--- config.mk ---
export PLATFORM = sky130hd
export DESIGN_NAME = mem_ctrl
export DESIGN_NICKNAME = d
export VERILOG_FILES = /design/src/rtl/mem_ctrl.sv
export SDC_FILE = /design/constraint.sdc
export NUM_CORES = 1
export LEC_CHECK = 0
export BUFFER_PORTS_ARGS = -buffer_cell sky130_fd_sc_hd__buf_2
export CAP_MARGIN = 20
export CELL_PAD_IN_SITES_DETAIL_PLACEMENT = 1
export CELL_PAD_IN_SITES_GLOBAL_PLACEMENT = 1
export CORE_MARGIN = 2
export CORE_UTILIZATION = 28
export CTS_CLUSTER_DIAMETER = 150
export DETAILED_ROUTE_END_ITERATION = 10
export PLACE_DENSITY_LB_ADDON = 0.1
export SYNTH_ARGS = -nofsm -noshare
export SYNTH_HDL_FRONTEND = slang
export SYNTH_SLANG_ARGS = --single-unit
--- constraint.sdc ---
create_clock -name clk -period 1.95 [get_ports clk]
set_input_delay 0.39 -clock clk [delete_from_list [all_inputs] [get_ports clk]]
set_output_delay 0.39 -clock clk [all_outputs]
set_load 0.01 [all_outputs]
--- src/rtl/mem_ctrl.sv ---
// mem_ctrl: initiator-side access controller for a single-port synchronous
// 64x16 memory. Takes one read or write request at a time from the core over
// a valid/ready handshake. It drives the memory we/addr/data pins, waits out
// the memory read latency, and returns a one-cycle response pulse.
//
// Optional feature: define MEM_CTRL_READBACK_EN to add a VERIFY state. In that
// mode every write is read back and compared against the written data, and a
// mismatch is reported on rsp_err. When the macro is undefined, rsp_err is
// tied to 0.
//
// Ports:
//   clk, rst_n              clock (rising edge), asynchronous active-low reset
//   req_valid / req_ready   request handshake; accepted when both are high at an edge
//   req_we, req_addr,       request: 1 = write / 0 = read, word address,
//   req_wdata               write data
//   rsp_valid               one-cycle completion pulse
//   rsp_rdata               read data; updated only on read completion
//   rsp_err                 readback mismatch flag, valid with rsp_valid
//   mem_we, mem_addr,       memory write enable, address, write data
//   mem_data
//   mem_out                 memory read data, RD_LAT cycles after the address is presented
module mem_ctrl #(
  parameter int ADDR_W = 6,
  parameter int DATA_W = 16,
  parameter int RD_LAT = 1
) (
  input  logic              clk,
  input  logic              rst_n,
  input  logic              req_valid,
  output logic              req_ready,
  input  logic              req_we,
  input  logic [ADDR_W-1:0] req_addr,
  input  logic [DATA_W-1:0] req_wdata,
  output logic              rsp_valid,
  output logic [DATA_W-1:0] rsp_rdata,
  output logic              rsp_err,
  output logic              mem_we,
  output logic [ADDR_W-1:0] mem_addr,
  output logic [DATA_W-1:0] mem_data,
  input  logic [DATA_W-1:0] mem_out
);

  if (RD_LAT < 1 || RD_LAT > 4) begin : g_bad_lat
    $error("mem_ctrl: RD_LAT must be in 1..4");
  end

  typedef enum logic [2:0] {
    IDLE   = 3'd0,
    WRITE  = 3'd1,
    READ   = 3'd2,
`ifdef MEM_CTRL_READBACK_EN
    VERIFY = 3'd3,
`endif
    DONE   = 3'd4
  } state_t;

  // Count value on whose closing edge the memory data is valid.
  localparam logic [2:0] LAT_LAST = 3'(RD_LAT - 1);

  state_t              state_q;
  logic [2:0]          lat_cnt_q;
  logic                req_ready_q;
  logic                rsp_valid_q;
  logic [DATA_W-1:0]   rsp_rdata_q;
  logic                mem_we_q;
  logic [ADDR_W-1:0]   mem_addr_q;
  logic [DATA_W-1:0]   mem_data_q;
`ifdef MEM_CTRL_READBACK_EN
  logic                rsp_err_q;
`endif

  always_ff @(posedge clk or negedge rst_n) begin
    if (!rst_n) begin
      state_q     <= IDLE;
      lat_cnt_q   <= '0;
      req_ready_q <= 1'b0;
      rsp_valid_q <= 1'b0;
      rsp_rdata_q <= '0;
      mem_we_q    <= 1'b0;
      mem_addr_q  <= '0;
      mem_data_q  <= '0;
`ifdef MEM_CTRL_READBACK_EN
      rsp_err_q   <= 1'b0;
`endif
    end else begin
      // rsp_valid is a single-cycle pulse; only the completing states raise it.
      rsp_valid_q <= 1'b0;
      case (state_q)
        IDLE: begin
          // req_ready comes up one cycle after reset release, then stays up in IDLE.
          req_ready_q <= 1'b1;
          if (req_valid && req_ready_q) begin
            req_ready_q <= 1'b0;
            mem_we_q    <= req_we;
            mem_addr_q  <= req_addr;
            mem_data_q  <= req_wdata;
            lat_cnt_q   <= '0;
            state_q     <= req_we ? WRITE : READ;
          end
        end
        WRITE: begin
          // The memory commits at this closing edge; the enable is for one cycle only.
          mem_we_q <= 1'b0;
`ifdef MEM_CTRL_READBACK_EN
          lat_cnt_q <= '0;
          state_q   <= VERIFY;
`else
          rsp_valid_q <= 1'b1;
          state_q     <= DONE;
`endif
        end
        READ: begin
          if (lat_cnt_q == LAT_LAST) begin
            rsp_rdata_q <= mem_out;
            rsp_valid_q <= 1'b1;
`ifdef MEM_CTRL_READBACK_EN
            rsp_err_q   <= 1'b0;
`endif
            state_q     <= DONE;
          end else begin
            lat_cnt_q <= lat_cnt_q + 3'd1;
          end
        end
`ifdef MEM_CTRL_READBACK_EN
        VERIFY: begin
          // Readback of the address just written; rsp_rdata is deliberately untouched.
          if (lat_cnt_q == LAT_LAST) begin
            rsp_err_q   <= (mem_out != mem_data_q);
            rsp_valid_q <= 1'b1;
            state_q     <= DONE;
          end else begin
            lat_cnt_q <= lat_cnt_q + 3'd1;
          end
        end
`endif
        DONE: begin
          req_ready_q <= 1'b1;
          state_q     <= IDLE;
        end
        default: state_q <= IDLE;
      endcase
    end
  end

  assign req_ready = req_ready_q;
  assign rsp_valid = rsp_valid_q;
  assign rsp_rdata = rsp_rdata_q;
  assign mem_we    = mem_we_q;
  assign mem_addr  = mem_addr_q;
  assign mem_data  = mem_data_q;
`ifdef MEM_CTRL_READBACK_EN
  assign rsp_err   = rsp_err_q;
`else
  assign rsp_err   = 1'b0;
`endif

endmodule

==> impl_metrics.prom, run 1 <==
# TYPE chip_impl_metric gauge
chip_impl_info{name="status",value="completed"} 1
chip_impl_metric{name="finalSetupViolations",unit=""} 0
chip_impl_metric{name="r2r_setup_slack",unit="ns"} 0.23
chip_impl_info{name="cp_cell_sequence",value="inv_1 -> ha_1 -> nand3b_4 -> nor3_4 -> buf_4 -> mux2_2"} 1
chip_impl_metric{name="psw",unit="uW"} 1330
chip_impl_metric{name="timing_worst_slew_pin_value",unit="ns"} 0.512
chip_impl_metric{name="power_report.internal_total",unit="uW"} 2810
chip_impl_metric{name="synth_sequential_area_ratio",unit="%"} 59.2
chip_impl_metric{name="fin_total_pwr",unit="uW"} 4140
chip_impl_metric{name="crit_path_max_incr_delay",unit="ns"} 0.41
chip_impl_metric{name="finalHoldWorstSlack",unit="ns"} 0.0564
chip_impl_metric{name="final_routed_wire_length_divided_by_cell_count",unit="um"} 14.9
chip_impl_metric{name="number_of_global_route_vias_before_repair",unit=""} 1436
chip_impl_metric{name="min_period",unit="ns"} 1.72
chip_impl_info{name="crit_path_slowest_cell",value="sky130_fd_sc_hd__dfrtp_1"} 1
chip_impl_metric{name="htreeDepth",unit=""} 2
chip_impl_metric{name="final_layout_size_suffix_gt1_share",unit="%"} 63.8
chip_impl_metric{name="grt_max_degree",unit=""} 28
chip_impl_metric{name="route.vias.total",unit=""} 1323
chip_impl_metric{name="hold_buffers",unit=""} 0
chip_impl_metric{name="layout.core_utilization",unit="%"} 38.6
chip_impl_metric{name="power_frac_clock",unit="%"} 17.7
chip_impl_metric{name="fin_worst_skew",unit="ns"} 0.00547
chip_impl_metric{name="design.die.area",unit="um2"} 7790
chip_impl_metric{name="dpl.hpwl",unit="um"} 3460
chip_impl_metric{name="drcViolationCount",unit=""} 0
chip_impl_info{name="critical_path_start_end_classification",value="flop to flop"} 1
chip_impl_metric{name="slew_headroom",unit="%"} 65.8
chip_impl_metric{name="avgSynthCellArea",unit="um2"} 15.9
chip_impl_info{name="setup_repair_after_global_routing_missed_its_margin",value="no"} 1
chip_impl_info{name="critical_path.startpoint_type",value="flop"} 1
chip_impl_metric{name="total_setup_buffers_inserted_after_cts",unit=""} 0
chip_impl_metric{name="reg2regPathDepth",unit=""} 6
chip_impl_metric{name="die_h",unit="um"} 88.2
chip_impl_metric{name="yosysWarnings",unit=""} 0
chip_impl_info{name="synth_area_leaders",value="sky130_fd_sc_hd__dfrtp_1 (59%), sky130_fd_sc_hd__mux2_4 (15%), sky130_fd_sc_hd__mux2_2 (11%)"} 1
chip_impl_metric{name="yosysTopAreaCellShare",unit="%"} 59.2
chip_impl_info{name="r2r-end",value="rsp_rdata[8]$_DFFE_PN0P_"} 1
chip_impl_metric{name="antenna_diode_count",unit=""} 0
chip_impl_info{name="rr_startpoint",value="lat_cnt_q[1]$_DFFE_PN0P_"} 1
chip_impl_info{name="hp-class",value="primary input to async pin"} 1
chip_impl_metric{name="cts_buffer_depth",unit=""} 2
chip_impl_metric{name="max_cap_viol_count",unit=""} 0
chip_impl_metric{name="routed_wirelength",unit="um"} 4610
chip_impl_metric{name="cts_buffers",unit=""} 5
chip_impl_metric{name="grt_pass1_wl",unit="um"} 7070
chip_impl_metric{name="post_drt_via_cell_ratio",unit=""} 4.28
chip_impl_metric{name="sw_frac_of_total",unit="%"} 32.2
chip_impl_metric{name="worst-endpoint-required",unit="ns"} 2.13
chip_impl_metric{name="fmax",unit="MHz"} 581
chip_impl_metric{name="final_antenna_net_count",unit=""} 0
chip_impl_metric{name="grt_antenna_before_repair",unit=""} 0
chip_impl_metric{name="cp.arrival",unit="ns"} 1.90
chip_impl_metric{name="timing_max_transition_violations_final",unit=""} 0
chip_impl_metric{name="clk_pin_slew",unit="ns"} 0.08
chip_impl_metric{name="number_of_rows_created_at_floorplan",unit=""} 30
chip_impl_metric{name="initial_utilization",unit="%"} 29.1
chip_impl_metric{name="core_area",unit="um2"} 6830
chip_impl_metric{name="io_pins",unit=""} 84
chip_impl_info{name="tritoncts_clock_tree",value="yes"} 1
chip_impl_metric{name="detail_route.iter0.violations",unit=""} 10
chip_impl_metric{name="power-per-cell-area",unit="nW/um2"} 1570
chip_impl_metric{name="clkSinkCount",unit=""} 47
chip_impl_metric{name="area_growth_syn_to_layout",unit="%"} 32.6
chip_impl_metric{name="syn-instance-count",unit=""} 125
chip_impl_metric{name="io_buffers",unit=""} 82
chip_impl_metric{name="final_sum_of_negative_setup_slack",unit="ns"} 0
chip_impl_info{name="cp-end-kind",value="flop"} 1
chip_impl_metric{name="syn-cell-area",unit="um2"} 1990
chip_impl_metric{name="netlist-cell-type-count",unit=""} 26
chip_impl_info{name="synth.largest_area_cell",value="sky130_fd_sc_hd__dfrtp_1"} 1
chip_impl_metric{name="clk-insertion-delay-late",unit="ns"} 0.30
chip_impl_metric{name="finalCritPeriodShare",unit="%"} 88.3
chip_impl_metric{name="design.final.nets",unit=""} 256
chip_impl_metric{name="die_width",unit="um"} 88.2
chip_impl_metric{name="grt_use_total",unit="%"} 12.2
chip_impl_metric{name="finalHoldViolCount",unit=""} 0
chip_impl_metric{name="gp_routability_congestion",unit=""} 0.735
chip_impl_metric{name="critical_path.max_fanout",unit=""} 16
chip_impl_metric{name="p_leak",unit="uW"} 0.00129
chip_impl_metric{name="drtPass1Iterations",unit=""} 4
chip_impl_info{name="root_buffer",value="sky130_fd_sc_hd__clkbuf_8"} 1
chip_impl_metric{name="grt_overflow",unit=""} 0
chip_impl_metric{name="cts-resized-gates",unit=""} 0
chip_impl_metric{name="vdd_ir_drop_max",unit="mV"} 0.431
chip_impl_metric{name="synth.net_count",unit=""} 169
chip_impl_metric{name="power_frac_seq",unit="%"} 41.3
chip_impl_metric{name="postSynthRegisterBits",unit=""} 47
chip_impl_metric{name="combinational_group_share_of_total_power",unit="%"} 41.1
[worst max path at each step]
stage               cells past startpoint  slack, ns                         to                      from
detailed placement                      6       0.22  rsp_rdata[12]$_DFFE_PN0P_  lat_cnt_q[1]$_DFFE_PN0P_
global route                            6       0.11   rsp_rdata[8]$_DFFE_PN0P_  lat_cnt_q[1]$_DFFE_PN0P_
floorplan                               6       0.27  rsp_rdata[10]$_DFFE_PN0P_  lat_cnt_q[0]$_DFFE_PN0P_
CTS                                     6       0.20   rsp_rdata[8]$_DFFE_PN0P_  lat_cnt_q[1]$_DFFE_PN0P_
global placement                        6       0.33   rsp_rdata[6]$_DFFE_PN0P_  lat_cnt_q[0]$_DFFE_PN0P_
finish                                  6       0.23   rsp_rdata[8]$_DFFE_PN0P_  lat_cnt_q[1]$_DFFE_PN0P_
[worst max-delay path, delay by kind of cell (launching register included)]
| kind | cells | cell delay [ns] |
|---|---|---|
| buffers and inverters | 2 | 0.36 |
| adders and majority gates | 1 | 0.23 |
| DFF | 1 | 0.41 |
| and+or+nand+nor | 2 | 0.24 |
| muxes | 1 | 0.37 |
[state kept, by name, summed over array words and instances (netlist names)]
name       count
req_ready      1
mem_we         1
rsp_rdata     16
lat_cnt_q      3
rsp_valid      1
mem_data      16
state_q        3
mem_addr       6
[cell families (layout without fill, tap and decap cells)]
kind of cell	after synthesis	after routing	share of synthesized area (%)
buffers and inverters	8	96	3.02
muxes	39	39	25.9
and+or+nand+nor	20	20	7.43
AOI/OAI and AO/OA	8	8	3.02
adders and majority gates	2	2	1.26
DFF	47	47	59.2
other	1	1	0.189
[metrics by stage]
step                      std cells  setup slack (ns)  instance area, um2
after floorplan                 125             0.266                1990
after global placement          301             0.332                2520
after detailed placement        301             0.222                2520
after CTS                       309             0.198                2630
after global routing            309             0.107                2630
final                           309             0.229                2630
[final cells by class]
| type | count | area [um2] |
|---|---|---|
| clock inverters | 2 | 35.0 |
| flip-flops and latches | 47 | 1180 |
| clock buffers | 6 | 82.6 |
| fillers | 776 | 4200 |
| inverters | 3 | 11.3 |
| multi-input cells | 70 | 751 |
| repair buffers | 85 | 458 |
| well taps | 96 | 120 |
[cell usage after synthesis]
library cell                 n
sky130_fd_sc_hd__a211o_1     1
sky130_fd_sc_hd__a21o_1      1
sky130_fd_sc_hd__a221o_1     1
sky130_fd_sc_hd__a2bb2oi_1   1
sky130_fd_sc_hd__and4_1      1
sky130_fd_sc_hd__buf_4       2
sky130_fd_sc_hd__buf_6       3
sky130_fd_sc_hd__conb_1      1
sky130_fd_sc_hd__dfrtp_1    47
sky130_fd_sc_hd__ha_1        2
sky130_fd_sc_hd__inv_1       3
sky130_fd_sc_hd__mux2_2     19
sky130_fd_sc_hd__mux2_4     20
sky130_fd_sc_hd__nand2_1     4
sky130_fd_sc_hd__nand2b_1    1
sky130_fd_sc_hd__nand3_1     1
sky130_fd_sc_hd__nand3b_1    1
sky130_fd_sc_hd__nand3b_4    1
sky130_fd_sc_hd__nor2_1      7
sky130_fd_sc_hd__nor3_4      1
sky130_fd_sc_hd__nor4_4      1
sky130_fd_sc_hd__nor4bb_1    1
sky130_fd_sc_hd__o211ai_1    1
sky130_fd_sc_hd__o21a_1      1
sky130_fd_sc_hd__o21ai_0     2
sky130_fd_sc_hd__or4_4       1
[placed cells by master (no fill, tap or decap), drive strengths merged]
master and instances:
ha 2, nand2 4, nand2b 1, a21o 1, or4 1, a2bb2oi 1
nor2 7, clkbuf 6, nand3 1, buf 85, mux2 39, nor4bb 1
inv 3, o21ai 2, o211ai 1, and4 1, o21a 1, a221o 1
dfrtp 47, nor3 1, nor4 1, conb 1, clkinv 1, bufinv 1
a211o 1, nand3b 2
[per-layer routing]
layer	vias up	wire [um]	track usage [%]
li1	609	-	-
met3	9	370	4.10
met5	-	0	0
met2	56	2200	19.2
met4	0	85	4.96
met1	649	1950	15.3
[power by group through the flow]
stage                     Clock [uW]  Sequential (uW)  Combinational [uW]
after floorplan                    0             1900                 884
after global placement             0             1710                1690
after detailed placement           0             1730                1730
after CTS                        767             1720                1740
after global routing             813             1780                1840
final                            732             1710                1700
(Power assumes the default switching activity.)
==> run 2, diff against run 1 <==
ABC_AREA = 1   (was unset)
==> run 2 against run 1 <==
Compared with the run above:
- setup slack gained 0.25 ns
- utilization is 1.3 points lower
- largest cell class unchanged
- cell area is 4.9% lower
- register-to-register slack improved by 0.25 ns
- clock power shrank 17%
- sequential power decreased by 2%
- cell count is 24% higher
- critical path depth up 2
- critical endpoint is now lat_cnt_q[0]$_DFFE_PN0P_
- clock-buffer cell count stayed put
- clock skew is essentially flat
- synthesized cell count rose by 72%
==> impl_metrics.prom, run 2 <==
# TYPE chip_impl_metric gauge
chip_impl_metric{name="drcViolationCount",unit=""} 0
chip_impl_metric{name="vdd_ir_drop_max",unit="mV"} 0.503
chip_impl_metric{name="grt_overflow",unit=""} 0
chip_impl_metric{name="final_sum_of_negative_setup_slack",unit="ns"} 0
chip_impl_info{name="hp-class",value="primary input to flop"} 1
chip_impl_metric{name="clk-insertion-delay-late",unit="ns"} 0.30
chip_impl_metric{name="cts_buffers",unit=""} 5
chip_impl_metric{name="finalSetupViolations",unit=""} 0
chip_impl_metric{name="global_route_track_usage_on_met2",unit="%"} 22.2
chip_impl_metric{name="fmax",unit="MHz"} 682
chip_impl_info{name="cp-end-kind",value="flop"} 1
chip_impl_metric{name="yosysTopAreaCellShare",unit="%"} 61.2
chip_impl_info{name="setup_repair_after_global_routing_missed_its_margin",value="no"} 1
chip_impl_metric{name="syn-instance-count",unit=""} 215
chip_impl_metric{name="drtPass1Iterations",unit=""} 4
chip_impl_metric{name="post_drt_via_cell_ratio",unit=""} 4.36
chip_impl_metric{name="gp_routability_congestion",unit=""} 0.741
chip_impl_metric{name="min_period",unit="ns"} 1.47
chip_impl_metric{name="p_leak",unit="uW"} 0.00148
chip_impl_info{name="synth.top_cells.by_count",value="sky130_fd_sc_hd__nand2_1 (113), sky130_fd_sc_hd__dfrtp_1 (47), sky130_fd_sc_hd__nand3_1 (23), sky130_fd_sc_hd__inv_1 (9), sky130_fd_sc_hd__nor2_1 (5)"} 1
chip_impl_metric{name="cp.arrival",unit="ns"} 1.71
chip_impl_metric{name="clkSinkCount",unit=""} 47
chip_impl_info{name="root_buffer",value="sky130_fd_sc_hd__clkbuf_8"} 1
chip_impl_metric{name="clk_pin_slew",unit="ns"} 0.09
chip_impl_metric{name="max_cap_viol_count",unit=""} 0
chip_impl_metric{name="io_pins",unit=""} 84
chip_impl_metric{name="synth.net_count",unit=""} 259
chip_impl_metric{name="cts_buffer_depth",unit=""} 2
chip_impl_info{name="tritoncts_clock_tree",value="yes"} 1
chip_impl_metric{name="fin_worst_skew",unit="ns"} 0.00591
chip_impl_info{name="synth_area_leaders",value="sky130_fd_sc_hd__dfrtp_1 (61%), sky130_fd_sc_hd__nand2_1 (22%), sky130_fd_sc_hd__nand3_1 (6.0%)"} 1
chip_impl_metric{name="netlist-cell-type-count",unit=""} 16
chip_impl_info{name="layout.cells.most_common",value="sky130_fd_sc_hd__nand2_1"} 1
chip_impl_info{name="status",value="completed"} 1
chip_impl_metric{name="io_buffers",unit=""} 82
chip_impl_metric{name="fin_total_pwr",unit="uW"} 3920
chip_impl_info{name="busiest_layer",value="met2"} 1
chip_impl_metric{name="final_layout_size_suffix_gt1_share",unit="%"} 33.1
chip_impl_info{name="yosysMostFrequentCell",value="sky130_fd_sc_hd__nand2_1"} 1
chip_impl_info{name="launching_instance_or_port_of_the_critical_path",value="lat_cnt_q[0]$_DFFE_PN0P_"} 1
chip_impl_metric{name="route.vias.total",unit=""} 1664
chip_impl_metric{name="syn-cell-area",unit="um2"} 1920
chip_impl_metric{name="htreeDepth",unit=""} 2
chip_impl_metric{name="number_of_rows_created_at_floorplan",unit=""} 30
chip_impl_info{name="synthFlopType",value="sky130_fd_sc_hd__dfrtp_1"} 1
chip_impl_metric{name="final_routed_wire_length_divided_by_cell_count",unit="um"} 12.6
chip_impl_metric{name="die_h",unit="um"} 86.8
chip_impl_metric{name="timing_max_transition_violations_final",unit=""} 0
chip_impl_metric{name="finalHoldWorstSlack",unit="ns"} 0.275
chip_impl_info{name="synth.largest_area_cell",value="sky130_fd_sc_hd__dfrtp_1"} 1
chip_impl_metric{name="placedInstanceArea",unit="um2"} 2410
chip_impl_metric{name="initial_utilization",unit="%"} 28.6
chip_impl_info{name="worstHoldStart",value="req_wdata[12]"} 1
chip_impl_metric{name="antenna_diode_count",unit=""} 0
chip_impl_metric{name="layout.cell_area.non_filler",unit="um2"} 2500
chip_impl_metric{name="grt_use_total",unit="%"} 13.7
chip_impl_info{name="layout_common_cells",value="sky130_fd_sc_hd__nand2_1 (113), sky130_fd_sc_hd__buf_2 (82), sky130_fd_sc_hd__dfrtp_1 (47)"} 1
chip_impl_metric{name="number_of_global_route_vias_before_repair",unit=""} 1700
chip_impl_metric{name="synth_sequential_area_ratio",unit="%"} 61.2
chip_impl_metric{name="grt_antenna_before_repair",unit=""} 0
chip_impl_metric{name="grt_max_degree",unit=""} 25
chip_impl_metric{name="finalCritPeriodShare",unit="%"} 75.2
chip_impl_metric{name="ys_async_sr_fraction",unit="%"} 100
chip_impl_metric{name="postSynthRegisterBits",unit=""} 47
chip_impl_info{name="critical_path_start_end_classification",value="flop to flop"} 1
chip_impl_metric{name="die_width",unit="um"} 86.8
chip_impl_info{name="critical_path.startpoint_type",value="flop"} 1
chip_impl_metric{name="finalHoldViolCount",unit=""} 0
chip_impl_info{name="rr_startpoint",value="lat_cnt_q[0]$_DFFE_PN0P_"} 1
chip_impl_metric{name="global_route.usage.met3",unit="%"} 4.10
chip_impl_metric{name="area_growth_syn_to_layout",unit="%"} 30.3
chip_impl_metric{name="final_antenna_net_count",unit=""} 0
chip_impl_metric{name="routed_wirelength",unit="um"} 4810
chip_impl_metric{name="core_area",unit="um2"} 6720
chip_impl_metric{name="critical_path.max_fanout",unit=""} 22
chip_impl_metric{name="worst-endpoint-required",unit="ns"} 2.19
chip_impl_metric{name="avgSynthCellArea",unit="um2"} 8.94
chip_impl_metric{name="total_setup_buffers_inserted_after_cts",unit=""} 0
chip_impl_metric{name="power-per-cell-area",unit="nW/um2"} 1570
chip_impl_metric{name="detail_route.iter0.violations",unit=""} 34
chip_impl_metric{name="gr-usage-met1",unit="%"} 16.8
chip_impl_metric{name="dpl.hpwl",unit="um"} 3550
chip_impl_metric{name="synth_edf_count",unit=""} 0
chip_impl_metric{name="grt_pass1_wl",unit="um"} 7890
chip_impl_metric{name="yosysWarnings",unit=""} 0
chip_impl_metric{name="design.die.area",unit="um2"} 7540
chip_impl_metric{name="design.final.nets",unit=""} 346
-- run 2: power breakdown --
part           switching [uW]  leakage, uW  internal, uW
clock network             325    0.0000470           279
logic                    1020     0.000845           631
registers                 242     0.000587          1420
-- run 2: path summary, 6_finish.rpt --
path / to / slack (ns) / cells past startpoint
worst min-delay path: mem_data[12]$_DFFE_PN0P_ / 0.28 / 3
worst max register to register: lat_cnt_q[0]$_DFFE_PN0P_ / 0.48 / 8
worst min register to register: rsp_rdata[4]$_DFFE_PN0P_ / 0.47 / 2
max in group asynchronous: state_q[1]$_DFFE_PN0P_ / 0.86 / 3
worst max-delay path: lat_cnt_q[0]$_DFFE_PN0P_ / 0.48 / 8
min in group asynchronous: rsp_rdata[1]$_DFFE_PN0P_ / 0.50 / 2
-- run 2: layout make-up --
class,instances,area (um2)
repair buffers,89,465
flip-flops and latches,47,1180
well taps,80,100
fillers,859,4220
inverters,10,37.5
multi-input cells,149,637
clock inverters,1,5.00
clock buffers,6,82.6
-- run 2: logic make-up (layout without fill, tap and decap cells) --
| kind of cell | count (synthesis) | count (layout) | synth area share [%] |
|---|---|---|---|
| buf+inv | 19 | 106 | 5.66 |
| fa+ha+maj | 2 | 2 | 1.30 |
| other cells | 1 | 1 | 0.195 |
| simple gates | 145 | 145 | 31.3 |
| flops | 47 | 47 | 61.2 |
| compound gates | 1 | 1 | 0.326 |
-- run 2: worst max-delay path, cell delays in order (launching register included) --
cell and delay [ns]:
sky130_fd_sc_hd__dfrtp_1 0.41, sky130_fd_sc_hd__inv_1 0.08, sky130_fd_sc_hd__ha_1 0.14, sky130_fd_sc_hd__inv_1 0.04
sky130_fd_sc_hd__nor2_2 0.26, sky130_fd_sc_hd__nand2_4 0.22, sky130_fd_sc_hd__nand2_1 0.14, sky130_fd_sc_hd__nand2_1 0.06
sky130_fd_sc_hd__nand2_1 0.05
-- run 2: timing repair --
item / CTS / global route
hold buffers: 1 / 0
gates resized for setup: 0 / 0
hold endpoints to repair: 11 / 0
-- run 2: layer usage --
metal | share of wire (%) | vias up | wire length, um
met5 | 0 | - | 0
met4 | 1.8 | 0 | 87
met3 | 6.4 | 7 | 308
met2 | 47 | 48 | 2250
met1 | 45 | 780 | 2160
li1 | - | 829 | -
-- run 2: metrics by stage --
| step | utilization [%] | setup slack [ns] | std cells |
|---|---|---|---|
| floorplan | - | 0.621 | 215 |
| global placement | 35.8 | 0.501 | 374 |
| detailed placement | 35.8 | 0.458 | 374 |
| CTS | 37.3 | 0.442 | 382 |
| global route | 37.3 | 0.337 | 382 |
| finish | 37.3 | 0.483 | 382 |
==> run 3, diff against run 2 <==
clock period = 1.21 ns   (was 1.95 ns; I/O delays follow)
==> run 3 against run 2 <==
Compared with the run above:
- the run now ends with negative setup slack left
- via count grew 5.5%
- register-to-register slack lost 0.49 ns
- die area is the same
- total power grew 82%
- cell count grew 3.9%
- clock skew shrank 0.0028 ns
- sequential cell count is the same
- critical path type unchanged
- critical endpoint is now rsp_rdata[1]$_DFFE_PN0P_
- largest cell class unchanged
- largest power group is now combinational logic
- highest routed layer unchanged
==> impl_metrics.prom, run 3 (synthesized netlist as in run 2, its figures left out) <==
# TYPE chip_impl_metric gauge
chip_impl_info{name="status",value="complete, but fails checks"} 1
chip_impl_info{name="failed_checks",value="negative setup slack"} 1
chip_impl_metric{name="max_cap_viol_count",unit=""} 0
chip_impl_metric{name="drtPass1Iterations",unit=""} 4
chip_impl_metric{name="worst-endpoint-required",unit="ns"} 1.45
chip_impl_info{name="root_buffer",value="sky130_fd_sc_hd__clkbuf_8"} 1
chip_impl_info{name="tritoncts_clock_tree",value="yes"} 1
chip_impl_metric{name="finalCritPeriodShare",unit="%"} 100
chip_impl_metric{name="post_drt_via_cell_ratio",unit=""} 4.42
chip_impl_metric{name="finalHoldViolCount",unit=""} 0
chip_impl_metric{name="io_pins",unit=""} 84
chip_impl_metric{name="fmax",unit="MHz"} 823
chip_impl_metric{name="initial_utilization",unit="%"} 28.6
chip_impl_metric{name="route.vias.total",unit=""} 1755
chip_impl_metric{name="gp_routability_congestion",unit=""} 0.709
chip_impl_metric{name="clk_pin_slew",unit="ns"} 0.08
chip_impl_metric{name="htreeDepth",unit=""} 2
chip_impl_metric{name="final_layout_size_suffix_gt1_share",unit="%"} 40.7
chip_impl_metric{name="die_h",unit="um"} 86.8
chip_impl_metric{name="design.final.nets",unit=""} 360
chip_impl_metric{name="power-per-cell-area",unit="nW/um2"} 2570
chip_impl_metric{name="number_of_global_route_vias_before_repair",unit=""} 1864
chip_impl_metric{name="layout.core_utilization",unit="%"} 41.3
chip_impl_info{name="layout_common_cells",value="sky130_fd_sc_hd__nand2_1 (109), sky130_fd_sc_hd__buf_2 (82), sky130_fd_sc_hd__dfrtp_1 (47)"} 1
chip_impl_metric{name="min_period",unit="ns"} 1.22
chip_impl_metric{name="setup_slack",unit="ns"} -0.00570
chip_impl_metric{name="grt_max_degree",unit=""} 48
chip_impl_metric{name="grt_antenna_before_repair",unit=""} 0
chip_impl_metric{name="io_buffers",unit=""} 82
chip_impl_info{name="critical_path.startpoint_type",value="flop"} 1
chip_impl_metric{name="vdd_ir_drop_max",unit="mV"} 1.10
chip_impl_metric{name="final_antenna_net_count",unit=""} 0
chip_impl_metric{name="fin_worst_skew",unit="ns"} 0.00307
chip_impl_metric{name="finalSetupViolations",unit=""} 1
chip_impl_metric{name="antenna_diode_count",unit=""} 0
chip_impl_metric{name="drcViolationCount",unit=""} 0
chip_impl_metric{name="p_leak",unit="uW"} 0.00158
chip_impl_info{name="setup_repair_after_global_routing_missed_its_margin",value="yes"} 1
chip_impl_metric{name="area_growth_syn_to_layout",unit="%"} 44.5
chip_impl_metric{name="timing_max_transition_violations_final",unit=""} 0
chip_impl_metric{name="cts_buffers",unit=""} 5
chip_impl_metric{name="final_routed_wire_length_divided_by_cell_count",unit="um"} 13.0
chip_impl_metric{name="detail_route.iter0.violations",unit=""} 55
chip_impl_info{name="cp-end-kind",value="flop"} 1
chip_impl_metric{name="finalHoldWorstSlack",unit="ns"} 0.137
chip_impl_metric{name="clkSinkCount",unit=""} 47
chip_impl_info{name="layout.cells.most_common",value="sky130_fd_sc_hd__nand2_1"} 1
chip_impl_metric{name="n_fill_cell",unit=""} 818
chip_impl_metric{name="cp.arrival",unit="ns"} 1.45
chip_impl_metric{name="r2r_setup_slack",unit="ns"} -0.006
chip_impl_metric{name="number_of_rows_created_at_floorplan",unit=""} 30
chip_impl_metric{name="core_area",unit="um2"} 6720
chip_impl_metric{name="grt_overflow",unit=""} 0
chip_impl_metric{name="routed_wirelength",unit="um"} 5150
chip_impl_metric{name="die_width",unit="um"} 86.8
chip_impl_metric{name="cts_buffer_depth",unit=""} 2
chip_impl_metric{name="design.die.area",unit="um2"} 7540
chip_impl_metric{name="grt_pass1_wl",unit="um"} 8640
chip_impl_metric{name="dpl.hpwl",unit="um"} 3550
chip_impl_metric{name="grt_use_total",unit="%"} 14.5
chip_impl_info{name="critical_path_start_end_classification",value="flop to flop"} 1
chip_impl_metric{name="critical_path.max_fanout",unit=""} 7
chip_impl_metric{name="clk-insertion-delay-late",unit="ns"} 0.29
chip_impl_info{name="hp-class",value="primary input to flop"} 1
run 3: cell types whose count changed in the layout (fill, tap and decap cells not counted), sizes merged:
| cell | previous run | this run |
|---|---|---|
| clkbuf | 6 | 7 |
| nand2 | 114 | 116 |
| buf | 88 | 100 |
run 3: area by class of cell:
class | instances | area (um2) | area share (%)
Clock buffer | 7 | 76.3 | 2.75
Sequential cell | 47 | 1180 | 42.4
Inverter | 10 | 37.5 | 1.35
Multi-Input combinational cell | 151 | 741 | 26.7
Clock inverter | 1 | 5.00 | 0.180
Tap cell | 80 | 100 | 3.61
Timing Repair Buffer | 101 | 641 | 23.1
run 3: report_power, final:
group / switching [uW] / internal [uW] / leakage [uW]
Clock: 497 / 406 / 0.0000422
Combinational: 1980 / 1570 / 0.000948
Sequential: 390 / 2300 / 0.000587
Total: 2860 / 4270 / 0.00158
run 3: repair_timing:
item,4_1_cts,5_1_grt
hold buffers,1,0
cloned,2,1
gates resized for setup,13,9
buffers inserted,3,0
setup endpoints to repair,44,47
pin swaps,4,3
endpoints found under the hold margin,47,0
run 3: stage by stage:
stage          total power, uW  setup WS, ns  setup TNS, ns  instances  instance area [um2]
4_1_cts                   7130       -0.0313         -0.749        396                 2730
2_1_floorplan             4450       -0.0228         -0.392        215                 1950
3_5_place_dp              5820       -0.0694         -0.528        382                 2520
6_report                  7130      -0.00570       -0.00570        397                 2780
5_1_grt                   7810       -0.0957          -3.04        397                 2780
3_3_place_gp              5740       -0.0189         -0.224        382                 2520
run 3: path summary, 6_finish.rpt:
path                                           from                   endpoint  cells after the start
hold / removal                         req_wdata[5]    mem_data[5]$_DFFE_PN0P_                      3
min in group asynchronous                     rst_n   rsp_rdata[5]$_DFFE_PN0P_                      3
setup reg to reg           lat_cnt_q[0]$_DFFE_PN0P_   rsp_rdata[1]$_DFFE_PN0P_                      8
max in group asynchronous                     rst_n  rsp_rdata[10]$_DFFE_PN0P_                      3
setup / recovery           lat_cnt_q[0]$_DFFE_PN0P_   rsp_rdata[1]$_DFFE_PN0P_                      8
hold reg to reg            rsp_rdata[5]$_DFFE_PN0P_   rsp_rdata[5]$_DFFE_PN0P_                      2
run 3: layer usage:
metal  share of wire, %  GRT usage (%)  vias to the layer above
met5                  0              0                        -
met4               0.74           4.26                        0
met3                5.0           3.71                        4
met2                 49           23.7                       47
met1                 46           19.1                      841
li1                   -              -                      863
run 3: critical path, stage by stage, from the launching register on:
cell and delay (ns):
sky130_fd_sc_hd__dfrtp_1 0.40, sky130_fd_sc_hd__inv_2 0.08, sky130_fd_sc_hd__ha_4 0.12, sky130_fd_sc_hd__inv_2 0.04, sky130_fd_sc_hd__nor2_4 0.09, sky130_fd_sc_hd__buf_12 0.15, sky130_fd_sc_hd__buf_8 0.12, sky130_fd_sc_hd__nand3_1 0.09
sky130_fd_sc_hd__nand2_1 0.07
